===== src/rtl/aes_ctrl_pkg.sv =====
// aes_ctrl_pkg: shared constants and types for the AES-256 stream controller.
//   AES_LAT        - pipeline latency of the 14-round AES-256 datapath
//   AES_BW         - cipher block width
//   ID_W           - requester tag width (two requesters)
//   fifo_entry_t   - {ciphertext, requester id} as stored in the output FIFO
//   shadow_entry_t - {valid, requester id} tracking one pipeline stage
//   rr_ptr_t       - round-robin pointer (which requester wins a tie)
package aes_ctrl_pkg;

    localparam int unsigned AES_LAT = 14;
    localparam int unsigned AES_BW  = 128;
    localparam int unsigned ID_W    = 1;

    typedef struct packed {
        logic [AES_BW-1:0] data;
        logic [ID_W-1:0]   id;
    } fifo_entry_t;

    typedef struct packed {
        logic            v;
        logic [ID_W-1:0] id;
    } shadow_entry_t;

    typedef enum logic [ID_W-1:0] {
        RR_REQ0 = 1'b0,
        RR_REQ1 = 1'b1
    } rr_ptr_t;

endpackage


===== src/rtl/aes_ctrl_fifo.sv =====
// aes_ctrl_fifo: synchronous FIFO, registered storage, head shown combinationally.
//   clk, rst_n   - clock, asynchronous active-low reset (pointers only)
//   push, push_data - write an entry at the closing edge
//   pop          - retire the head entry at the closing edge (ignored when empty)
//   head_data    - current head entry, all-zero while empty
//   full, empty  - occupancy flags
//   count        - number of stored entries
// DEPTH is expected to be a power of two: read/write pointers carry one extra
// wrap bit and wrap modulo 2*DEPTH, which distinguishes full from empty.
module aes_ctrl_fifo #(
    parameter int unsigned DEPTH = 16,
    parameter int unsigned W     = 129
) (
    input  logic                         clk,
    input  logic                         rst_n,
    input  logic                         push,
    input  logic [W-1:0]                 push_data,
    input  logic                         pop,
    output logic [W-1:0]                 head_data,
    output logic                         full,
    output logic                         empty,
    output logic [$clog2(DEPTH+1)-1:0]   count
);

    localparam int unsigned AW = $clog2(DEPTH);
    localparam int unsigned CW = $clog2(DEPTH+1);

    logic [W-1:0] mem [DEPTH];
    logic [AW:0]  wr_ptr;
    logic [AW:0]  rd_ptr;
    logic [AW:0]  ptr_diff;

    assign ptr_diff = wr_ptr - rd_ptr;
    assign count    = CW'(ptr_diff);
    assign empty    = (wr_ptr == rd_ptr);
    assign full     = (wr_ptr[AW] != rd_ptr[AW]) && (wr_ptr[AW-1:0] == rd_ptr[AW-1:0]);

    // Zero while empty so the output bus reads zero after reset without
    // having to reset the storage array itself.
    assign head_data = empty ? '0 : mem[rd_ptr[AW-1:0]];

    always_ff @(posedge clk) begin
        if (push) begin
            mem[wr_ptr[AW-1:0]] <= push_data;
        end
    end

    always_ff @(posedge clk or negedge rst_n) begin
        if (!rst_n) begin
            wr_ptr <= '0;
            rd_ptr <= '0;
        end else begin
            if (push) begin
                wr_ptr <= wr_ptr + 1'b1;
            end
            if (pop && !empty) begin
                rd_ptr <= rd_ptr + 1'b1;
            end
        end
    end

endmodule


===== src/rtl/aes_stream_ctrl.sv =====
// aes_stream_ctrl: front-end scheduler for the AES-256 encryption pipeline.
//   clk, rst_n          - clock, asynchronous active-low reset
//   req0_* / req1_*     - two valid/ready plaintext requesters
//   aes_pt              - plaintext to the pipeline (all-zero bubble when idle)
//   aes_ct              - ciphertext returning LAT cycles after aes_pt
//   out_valid/ready/data/id - tagged ciphertext result stream, issue order
//   in_flight           - blocks issued but not yet captured in the FIFO
// A block is issued only while in-flight plus buffered blocks stay below
// DEPTH, so every returning ciphertext always has a FIFO slot waiting.
module aes_stream_ctrl
    import aes_ctrl_pkg::*;
#(
    parameter int unsigned LAT   = AES_LAT,
    parameter int unsigned DEPTH = 16,
    parameter int unsigned BW    = AES_BW
) (
    input  logic                         clk,
    input  logic                         rst_n,
    input  logic                         req0_valid,
    input  logic [BW-1:0]                req0_data,
    output logic                         req0_ready,
    input  logic                         req1_valid,
    input  logic [BW-1:0]                req1_data,
    output logic                         req1_ready,
    output logic [BW-1:0]                aes_pt,
    input  logic [BW-1:0]                aes_ct,
    output logic                         out_valid,
    input  logic                         out_ready,
    output logic [BW-1:0]                out_data,
    output logic [ID_W-1:0]              out_id,
    output logic [$clog2(DEPTH+1)-1:0]   in_flight
);

    localparam int unsigned  CW         = $clog2(DEPTH+1);
    localparam int unsigned  EW         = BW + ID_W;
    localparam logic [CW:0]  CREDIT_MAX = (CW+1)'(DEPTH);

    rr_ptr_t         rr_ptr;
    rr_ptr_t         rr_ptr_next;
    shadow_entry_t   shadow [LAT];

    logic [CW-1:0]   fifo_count;
    logic [CW:0]     credit_sum;
    logic            credit_ok;
    logic            grant0;
    logic            grant1;
    logic [ID_W-1:0] grant_id;
    logic            issue;
    logic            push;
    logic            pop;
    logic            fifo_full;
    logic            fifo_empty;
    logic [EW-1:0]   push_entry;
    logic [EW-1:0]   head_entry;

    // Credit uses registered counts only; a pop in this cycle frees its slot
    // for issue from the next cycle on.
    assign credit_sum = {1'b0, in_flight} + {1'b0, fifo_count};
    assign credit_ok  = (credit_sum < CREDIT_MAX);

    // Two-way round robin: a lone requester wins outright, a tie goes to
    // the pointer side.
    always_comb begin
        grant0      = req0_valid & (~req1_valid | (rr_ptr == RR_REQ0));
        grant1      = req1_valid & (~req0_valid | (rr_ptr == RR_REQ1));
        grant_id    = ID_W'(grant1);
        issue       = credit_ok & (grant0 | grant1);
        req0_ready  = credit_ok & grant0;
        req1_ready  = credit_ok & grant1;
        aes_pt      = '0;
        if (issue) begin
            aes_pt = grant1 ? req1_data : req0_data;
        end
        rr_ptr_next = rr_ptr;
        if (issue) begin
            rr_ptr_next = grant1 ? RR_REQ0 : RR_REQ1;
        end
    end

    always_ff @(posedge clk or negedge rst_n) begin
        if (!rst_n) begin
            rr_ptr <= RR_REQ0;
        end else begin
            rr_ptr <= rr_ptr_next;
        end
    end

    // Shadow of the datapath: clearing it on reset is what discards blocks
    // still travelling through the unresettable AES stages.
    always_ff @(posedge clk or negedge rst_n) begin
        if (!rst_n) begin
            for (int unsigned i = 0; i < LAT; i++) begin
                shadow[i] <= '0;
            end
        end else begin
            shadow[0] <= '{v: issue, id: grant_id};
            for (int unsigned i = 1; i < LAT; i++) begin
                shadow[i] <= shadow[i-1];
            end
        end
    end

    assign push       = shadow[LAT-1].v;
    assign push_entry = {aes_ct, shadow[LAT-1].id};
    assign out_valid  = ~fifo_empty;
    assign pop        = out_valid & out_ready;

    always_ff @(posedge clk or negedge rst_n) begin
        if (!rst_n) begin
            in_flight <= '0;
        end else if (issue && !push) begin
            in_flight <= in_flight + 1'b1;
        end else if (!issue && push) begin
            in_flight <= in_flight - 1'b1;
        end
    end

    aes_ctrl_fifo #(
        .DEPTH (DEPTH),
        .W     (EW)
    ) u_fifo (
        .clk       (clk),
        .rst_n     (rst_n),
        .push      (push),
        .push_data (push_entry),
        .pop       (pop),
        .head_data (head_entry),
        .full      (fifo_full),
        .empty     (fifo_empty),
        .count     (fifo_count)
    );

    assign {out_data, out_id} = head_entry;

    // Credit makes a push into a full FIFO impossible unless a pop frees
    // the slot in the same cycle.
    a_no_push_when_full: assert property (
        @(posedge clk) disable iff (!rst_n) !(push && fifo_full && !pop)
    );

endmodule

===== config.mk =====
export PLATFORM = sky130hd
export DESIGN_NAME = aes_stream_ctrl
export DESIGN_NICKNAME = d
export VERILOG_FILES = /design/src/rtl/aes_ctrl_pkg.sv /design/src/rtl/aes_ctrl_fifo.sv /design/src/rtl/aes_stream_ctrl.sv
export SDC_FILE = /design/constraint.sdc
export NUM_CORES = 2
export LEC_CHECK = 0
export BUFFER_PORTS_ARGS = -buffer_cell sky130_fd_sc_hd__clkbuf_2
export CORE_ASPECT_RATIO = 0.75
export CORE_MARGIN = 2
export CORE_UTILIZATION = 30
export DETAILED_ROUTE_END_ITERATION = 10
export PLACE_DENSITY = 0.48
export SKIP_LAST_GASP = 1
export SLEW_MARGIN = 40
export SYNTH_ARGS = -nofsm -noshare
export SYNTH_HDL_FRONTEND = slang
export SYNTH_SLANG_ARGS = --single-unit

===== constraint.sdc =====
create_clock -name clk -period 14.3 [get_ports clk]
set_input_delay 3.575 -clock clk [delete_from_list [all_inputs] [get_ports clk]]
set_output_delay 3.575 -clock clk [all_outputs]
set_load 0.03 [all_outputs]

==> impl_metrics.toml <==
[status]
status = "complete, no violations"

[die]
initial_core_util = 0.3024
core_um2 = 270400
row_count = 165
die_w_um = 606.9
dieArea_um2 = 276900
ios = 654
chipHeight_um = 456.2

[setup_path]
crit_chain = "clkbuf_2 -> nand2b_1 -> nand2_4 -> buf_4 -> buf_4 -> nand2_1 -> a21oi_1 -> clkbuf_2"
path_class = "in2out"
cp_slowest_cell = "buf_4"
critPathBufInv = 4
required_ns = 10.72
r2r-start = "u_fifo.rd_ptr[2]"
start_kind = "primary input"
crit_family = "buffers and inverters"
cp_num_cells = 8
worst-r2r-cell-count = 17
cp_max_fo = 79
reg2reg_to = "in_flight[4]"
crit_end = "aes_pt[115]"
end_kind = "primary output"
arrival_ns = 5.88
worst-r2r-setup-slack_ns = 8.95
crit_path_max_incr_delay_ns = 0.76
cp-startpoint = "req0_valid"

[cells_and_area]
final_common_cell = "edfxtp_1"
area_growth_pct = 18.89
layout-drive-gt1-share = 0.3273
layout.nets = 5160
stdcell_count = 8543
layout_common_cells = "edfxtp_1, nand2_1, clkbuf_2"
final_util = 0.3595
stdcell_area_um2 = 97240

[synthesis]
ys_seq_area_frac = 0.7713
ys_warn_count = 0
synth_seq_cells = 2108
syn_area_um2 = 81790
synth_nets = 4416
synth_cells = 4007
ys_types = 38
syn_avg_cell_area_um2 = 20.41

[place]
dp_hpwl_um = 156100
post_dp_cell_area_um2 = 89750
port_buffers = 653
gp_congestion = 0.8746
dp_cells = 8112
pre_cts_slack_ns = 4.872

[cts]
clockBufferDepth = 4
post_cts_resized = 0
cts_made_buffers = 221
cts_max_level = 4
cts_tree = "yes"
post-cts-setup-buffers = 0
cts.clk_slew.worst_paths_ns = 0.06
cts_hold_buf = 0
clk-insertion-delay-late_ns = 0.88
clock-sinks = 2108
clk_root_buffer_cell = "clkbuf_16"

[routing]
top_layer = "met5"
ant_nets = 0
drc = 0
met2_length_um = 127900
viasPerCell = 4.968
totalWireLength_um = 269300
met3_length_um = 15550
met1_length_um = 112800
wl_per_cell_um = 31.52
vias = 42440
first_iter_violations = 3611
drt-pass1-iter-count = 5

[timing]
worst_pin_slew_ns = 0.8713
finalHoldViolCount = 0
fin_skew_ns = 0.05338
setup_violations = 0
max_freq_ghz = 0.1057
rsz0062_at_grt = "false"
max_slew_margin = 0.4191
worst_slack_ns = 4.842
holdWs_ns = 0.3304
slew_viol_final = 0
fin_crit_ns = 9.458
fin_tns_setup_ns = 0
post-route-period-util = 0.6614

[pwr]
swShare = 0.3761
leakage_nw = 32.44
seqPwrFrac = 0.341
pwr-share-comb = 0.388
pwr-share-clk = 0.272
power_density_nw_per_um2 = 220.0
p_switching_mw = 8.048
peakVddDrop_mv = 0.2191
p_int_mw = 13.35
power.total_mw = 21.40

[global_route]
grt_pass1_vias = 42840
antenna_found_initial = 70
grt_pass1_wl_um = 366000
track_usage = 0.1909
grt_max_degree = 96
gr-total-overflow = 0

[job]
cap_violations = 0

[min_path]
hold_path_class = "reg2reg"
-- flip-flops by register name (all words and copies together) (netlist names) --
signal and cells:
u_fifo.mem 2064, shadow 26, in_flight 5, u_fifo.rd_ptr 5, u_fifo.wr_ptr 5, push 1
push_entry 1, rr_ptr 1
-- worst min-delay path by stage --
stage | cells past startpoint | slack, ns | end | from
CTS | 0 | 0.34 | shadow[25] | shadow[27]
finish | 0 | 0.33 | shadow[25] | shadow[27]
global placement | 0 | 0.33 | shadow[15] | shadow[17]
global route | 0 | 0.34 | shadow[25] | shadow[27]
floorplan | 0 | 0.33 | push | shadow[3]
detailed placement | 0 | 0.34 | shadow[15] | shadow[17]
-- kinds of logic after synthesis --
kind of cell,synth area share
muxes,0.1423
xor gates and xnor gates,0.001698
and+or+nand+nor,0.04277
adders and majority gates,0.003243
DFF,0.7713
buffers and inverters,0.01349
AOI/OAI and AO/OA,0.02520
-- layout make-up --
class,instances,area (um^2)
well taps,3590,4492
fillers,25260,173200
diodes,25,62.56
inverters,13,58.81
clock inverters,142,1521
multi-input cells,1654,17710
repair buffers,753,4566
flip-flops and latches,2108,63090
clock buffers,258,5739
-- synth_stat cells --
cell type	instances	area share
o21ai_0	5	0.00031
xnor2_1	10	0.0011
buf_4	20	0.0018
nor2b_1	130	0.0099
nand2b_1	1	0.000077
a21oi_1	133	0.0081
and2_1	9	0.00069
fa_1	2	0.00049
dfrtp_1	44	0.013
mux2i_1	1	0.00012
or3_1	1	0.000077
a311o_1	1	0.00012
a211o_1	1	0.00011
buf_2	51	0.0031
a41oi_1	1	0.00011
inv_1	13	0.00060
and3_1	9	0.00069
buf_1	26	0.0012
and4_1	1	0.00011
mux2_2	1	0.00014
edfxtp_1	2064	0.76
nor2_1	4	0.00018
buf_6	6	0.00083
a21o_1	3	0.00028
xor2_1	4	0.00043
xnor2_2	1	0.00020
clkbuf_1	129	0.0059
nand2_1	654	0.030
nor3_1	7	0.00043
o211ai_1	1	0.000092
mux4_2	516	0.14
nand4_1	1	0.000077
and4b_1	1	0.00012
a221o_1	129	0.016
ha_1	18	0.0028
nand3_1	6	0.00037
a31oi_1	1	0.000077
o21a_1	2	0.00018
-- worst reg2reg max path, delay by kind of cell, from the launching register on --
family          cells  cell delay (ns)
flops               1             0.67
fa+ha+maj           4             1.26
buf+inv             4             1.21
simple gates        2             0.65
compound gates      6             1.24
xor+xnor            1             0.19
-- per-layer routing --
layer / global-route usage / up-vias
li1: - / 17820
met1: 0.2468 / 22900
met2: 0.3110 / 1272
met3: 0.04101 / 419
met4: 0.07933 / 34
met5: 0 / -
-- power groups by stage --
stage / Combinational (mW) / Sequential, mW / Clock, mW
after floorplan: 5.56 / 7.39 / 0
after global placement: 8.41 / 7.41 / 0
after detailed placement: 8.46 / 7.43 / 0
after CTS: 8.48 / 7.30 / 5.97
after global routing: 8.87 / 7.32 / 6.20
final: 8.30 / 7.29 / 5.81
No activity file was read; power rests on OpenSTA's default activity.
